--- src/rtl/hazard_fwd_unit.sv ---
// hazard_fwd_unit: RAW hazard detection with forwarding or decode stall, post-branch execute discard and stall counter
module hazard_fwd_unit #(
  parameter int NUM_STAGES   = 4,
  parameter int FLUSH_CYCLES = 2,
  parameter int FORWARD_EN   = 1,
  parameter int CNT_W        = 16
) (
  input  logic                    clk_i,
  input  logic                    rst_ni,
  input  logic                    branch_i,
  input  logic [4:0]              reg_raddr1_i,
  input  logic [4:0]              reg_raddr2_i,
  input  logic [NUM_STAGES-1:0]   stg_reg_write_i,
  input  logic [5*NUM_STAGES-1:0] stg_reg_addr_i,
  input  logic [NUM_STAGES-1:0]   stg_data_ready_i,
  input  logic                    stall_cnt_clear_i,
  output logic [NUM_STAGES-1:0]   fwd_sel1_o,
  output logic [NUM_STAGES-1:0]   fwd_sel2_o,
  output logic                    dec_stall_request_o,
  output logic                    ex_discard_request_o,
  output logic [CNT_W-1:0]        stall_cnt_o
);
  logic [3:0]            flush_cnt;
  logic [NUM_STAGES-1:0] m1, m2, y1, y2;
  logic                  s1, s2;
  for (genvar i = 0; i < NUM_STAGES; i++) begin : g_match
    assign m1[i] = stg_reg_write_i[i] && reg_raddr1_i != 5'd0 && reg_raddr1_i == stg_reg_addr_i[5*i +: 5];
    assign m2[i] = stg_reg_write_i[i] && reg_raddr2_i != 5'd0 && reg_raddr2_i == stg_reg_addr_i[5*i +: 5];
  end
  // Isolate the lowest set bit: the youngest matching stage wins
  assign y1 = m1 & (~m1 + NUM_STAGES'(1));
  assign y2 = m2 & (~m2 + NUM_STAGES'(1));
  assign s1 = |m1 && (FORWARD_EN == 0 || !(|(y1 & stg_data_ready_i)));
  assign s2 = |m2 && (FORWARD_EN == 0 || !(|(y2 & stg_data_ready_i)));
  assign ex_discard_request_o = branch_i || flush_cnt != 4'd0;
  assign dec_stall_request_o  = (s1 || s2) && !ex_discard_request_o;
  assign fwd_sel1_o = (s1 || dec_stall_request_o) ? '0 : y1;
  assign fwd_sel2_o = (s2 || dec_stall_request_o) ? '0 : y2;
  always_ff @(posedge clk_i or negedge rst_ni) begin
    if (!rst_ni) flush_cnt <= 4'd0;
    else if (branch_i) flush_cnt <= 4'(FLUSH_CYCLES - 1);
    else if (flush_cnt != 4'd0) flush_cnt <= flush_cnt - 4'd1;
  end
  always_ff @(posedge clk_i or negedge rst_ni) begin
    if (!rst_ni) stall_cnt_o <= '0;
    else if (stall_cnt_clear_i) stall_cnt_o <= '0;
    else if (dec_stall_request_o && !(&stall_cnt_o)) stall_cnt_o <= stall_cnt_o + CNT_W'(1);
  end
endmodule

--- config.mk ---
export PLATFORM = sky130hd
export DESIGN_NAME = hazard_fwd_unit
export DESIGN_NICKNAME = d
export VERILOG_FILES = /design/src/rtl/hazard_fwd_unit.sv
export SDC_FILE = /design/constraint.sdc
export NUM_CORES = 1
export LEC_CHECK = 0
export CAP_MARGIN = 10
export CORE_UTILIZATION = 40
export CTS_CLUSTER_DIAMETER = 150
export DETAILED_ROUTE_END_ITERATION = 16
export PLACE_DENSITY = 0.75
export SLEW_MARGIN = 10
export SYNTH_ARGS = -nofsm -noshare
export SYNTH_HDL_FRONTEND = slang
export SYNTH_SLANG_ARGS = --single-unit
--- constraint.sdc ---
create_clock -name clk_i -period 6.7 [get_ports clk_i]
set_input_delay 1.34 -clock clk_i [delete_from_list [all_inputs] [get_ports clk_i]]
set_output_delay 1.34 -clock clk_i [all_outputs]
set_load 0.005 [all_outputs]
==> After elaboration in Yosys (flattened, before gate mapping) <==
Cells that the tools add are included.
{ "classes": {"n_addsub": 4, "eq_ne": 8, "n_bitwise": 6, "reduce_logical": 38, "muxes": 6} }
{ "op_table": {"columns": ["operator", "count"], "rows": [
  ["$eq 5x5->1", 8],
  ["$mux 16", 2],
  ["$logic_and 1x1->1", 20],
  ["$add 16x1->16 const B", 1],
  ["$and 4x4->4", 4],
  ["$mux 4", 4],
  ["$reduce_and 16->1", 1],
  ["$reduce_or 4->1", 4],
  ["$reduce_bool 5->1", 2],
  ["$add 4x1->4 const B", 2],
  ["$not 4->4", 2],
  ["$logic_not 1->1", 4],
  ["$logic_or 1x1->1", 4],
  ["$reduce_bool 2->1", 2],
  ["$reduce_bool 4->1", 1],
  ["$sub 4x1->4 const B", 1]
]} }
{ "word_totals": {"input_bits": 42, "elab_cells": 64, "output_inout_bits": 26, "regBits": 20} }

==> Logic depth before layout (Yosys ltp) <==
{ "logic_depth": {"depth_word": 15, "ltp_mapped": 11, "ltp_nobuf": 9} }

==> Worst setup path after synthesis <==
OpenSTA, ideal clock, no wires.
{ "synth_timing": {"kind": "input port to output port", "start": "input reg_raddr2_i[1]", "end": "output fwd_sel2_o[0]", "stages": 8, "arrival_ns": 3.180, "setup_slack_ns": 2.180, "path_cell_list": "buf_2 -> or4_4 -> nor2_2 -> or3_1 -> a211oi_2 -> o2bb2ai_2 -> o21ai_0 -> nor4_1"} }
{ "synth_between": {"elab_chain_len": 14} }
{ "synth_lines": {"columns": ["item", "line_no", "text"], "rows": [
  ["start, declared", "12", "input logic [4:0] reg_raddr2_i,"],
  ["$reduce_bool 5->1", "28", "assign m2[i] = stg_reg_write_i[i] && reg_raddr2_i != 5'd0 && reg_raddr2_i == stg_reg_addr_i[5*i +: 5];"],
  ["$logic_and 1x1->1 (2 in series)", "28", null],
  ["$not 4->4", "32", "assign y2 = m2 & (~m2 + NUM_STAGES'(1));"],
  ["$add 4x1->4", "32", null],
  ["$and 4x4->4", "32", null],
  ["$and 4x4->4", "34", "assign s2 = |m2 && (FORWARD_EN == 0 || !(|(y2 & stg_data_ready_i)));"],
  ["$reduce_or 4->1", "34", null],
  ["$logic_not 1->1", "34", null],
  ["$logic_and 1x1->1", "34", null],
  ["$logic_or 1x1->1", "36", "assign dec_stall_request_o = (s1 || s2) && !ex_discard_request_o;"],
  ["$logic_and 1x1->1", "36", null],
  ["$logic_or 1x1->1", "38", "assign fwd_sel2_o = (s2 || dec_stall_request_o) ? '0 : y2;"],
  ["$mux 4 (*)", "38", null],
  ["end, declared", "18", "output logic [NUM_STAGES-1:0] fwd_sel2_o,"]
]} }
Mark *: on every way between the ends. The rest lies on a longest branch, timed or not.

==> Worst setup path in the final report <==
Ends and elaborated chain as after synthesis.

==> impl_metrics.ini <==
[routing]
dr.pass1.iters = 4
antenna_left = 0
wl_um = 4570
routed_via_density = 5.33
num_vias = 1785
remaining_drc_errors = 0
drtIter0Drc = 95
routedWlPerCell_um = 13.6

[timing]
min_period_over_period_pct = 85.1
fin_setup_tns_ns = 0
hold_violations = 0
max_freq_mhz = 175
skew_ns = 0.00692
tightest_slew_ns = 0.935
slew_headroom_pct = 37.5
rsz0062_at_grt = false
period_needed_ns = 5.70
report.final.slew_viol_count = 0
finalSetupViolCount = 0

[placed_design]
placed_cells_incl_taps = 331
gp_congestion = 0.904
io_buffers = 67
dp_hpwl_um = 3660

[logic_synthesis]
synth.avg_cell_area_sq_um = 8.46
synth_fp_nets = 272
synth_edf_count = 0
synth_area_leader_cell = dfrtp_1
synthTopCellsByArea = dfrtp_1, xnor2_1, nor2_1, xor2_1, a21oi_1
synth_warnings = 0
yosysSeqAreaShare_pct = 26.0
netlist.area_leader.share_pct = 26.0
synth_cell_types = 50
synth.most_common_cell = xnor2_1
yosys_most_used_dff = dfrtp_1
netlist_instances = 228
ys_top_cells_by_count = xnor2_1, nor2_1, dfrtp_1
synth-seq-cells = 20
synth.cell_area_sq_mm = 0.00193
async_flop_share_pct = 100

[layout]
drive_gt1_share_pct = 8.48
area_growth_pct = 36.5
fin_util_pct = 58.4
stdcell_count = 335
antenna_cells = 0
fill_cells = 407
nets = 328

[clock_network]
cts_tree = done
clk_pin_slew_ns = 0.08
clk_path_buf_depth = 2
cts_resized = 0
hold_buffers = 0
numCtsBuffers = 3
clkLatencyLatePin_ns = 0.26
ctsHtreeMaxLevel = 1
clock_sinks = 20
cts_root_buffer = clkbuf_8
postCtsSetupBuffers = 0

[critical_path]
cp_max_fo = 7
arrival_ns = 4.36
crit_path_start_kind = input port
path_class = in -> out
end_kind = primary output
worstPathRequired_ns = 5.36
r2r_cells = 9

[floorplan]
ios = 68
die_width_um = 71.4
fp.dieH_um = 71.4
initial_core_util_pct = 42.8
rows = 24
dieArea_sq_mm = 0.00510
core_area_sq_mm = 0.00450

[grt]
overflow = 0
grt_pass1_wl_um = 7830
grt_max_degree = 25
grt_util_all_layers_pct = 19.0
antenna_found_initial = 0
grt_pass1_vias = 1716

[flow_run]
cap_violations = 0

[power_and_ir_drop]
p_per_area_mw_per_mm2 = 141
p_leak_nw = 1.01
finalPower_mw = 0.372
irDropWorstVdd_v = 0.000110

[hold_path]
whs_path_depth = 2
holdCritPathClass = reg -> reg

[run_status]
status = complete, no violations
## layer usage
metal	part of all wire, %	vias to the layer above	GRT usage (%)
met5	0	-	0
met4	0.57	0	2.67
met3	4.5	2	2.81
met2	49	52	34.7
met1	46	823	24.1
li1	-	908	-
## layout by cell type, fill, tap and decap left out, types with 4 or more instances in the layout
cell	instances
dfrtp_1	20
inv_1	5
nor2b_1	4
nor4_1	7
nand3_1	10
and3_1	6
nor2_1	25
xnor2_1	35
nand3b_1	4
clkdlybuf4s50_1	67
xor2_1	7
a21oi_1	12
nand4_1	5
nor3_1	9
nand2_1	14
a21bo_2	4
mux2_1	4
## through the flow
step | hold slack [ns] | setup WS, ns | cell area, sq um
CTS | 0.574 | 1.01 | 2630
global route | 0.609 | 0.769 | 2630
global placement | 0.543 | 1.08 | 2560
finish | 0.570 | 1.00 | 2630
detailed placement | 0.552 | 1.03 | 2560
floorplan | 0.511 | 2.18 | 1930
## worst max-delay path, stage by stage
cell and delay (ns):
clkdlybuf4s50_1 0.55, or4_4 0.61, nor2_2 0.22, nor3_1 0.14, nor2_1 0.22, o2bb2ai_2 0.22, o21ai_0 0.26, nor4_1 0.23
clkdlybuf4s50_1 0.57
## report_power, final
part	internal, mW	leakage (nW)	total [mW]	switching [mW]
Clock	0.0797	0.0357	0.123	0.0434
Combinational	0.0596	0.695	0.116	0.0565
Sequential	0.128	0.275	0.133	0.00507
Total	0.267	1.01	0.372	0.105
## cell families after synthesis
group / count (synthesis) / share of synthesized area (%)
xor gates and xnor gates: 42 / 19.1
DFF: 20 / 26.0
adders and majority gates: 2 / 1.30
muxes: 6 / 3.44
buffers and inverters: 21 / 6.36
and+or+nand+nor: 102 / 28.6
AOI/OAI and AO/OA: 35 / 15.3
## cell type report
cell class	count	area, sq um	share of cell area (%)
clock buffers	3	41.3	1.57
multi-input cells	187	1310	49.6
clock inverters	1	30.0	1.14
repair buffers	67	671	25.5
well taps	52	65.1	2.47
flip-flops and latches	20	500	19.0
inverters	5	18.8	0.713
## flip-flops by register name (all words and copies together) (netlist names)
signal / cells
stall_cnt_o: 16
flush_cnt: 4
## worst paths after layout
check | to | from | slack (ns)
max reg2reg | stall_cnt_o[5] | stall_cnt_o[0] | 3.79
min reg2reg | flush_cnt[1] | flush_cnt[1] | 0.57
max | fwd_sel2_o[0] | reg_raddr2_i[1] | 1.00
min in group asynchronous | stall_cnt_o[6] | rst_ni | 1.60
max in group asynchronous | stall_cnt_o[14] | rst_ni | 4.53
min | flush_cnt[1] | flush_cnt[1] | 0.57
Power figures use the tool's default switching activity.
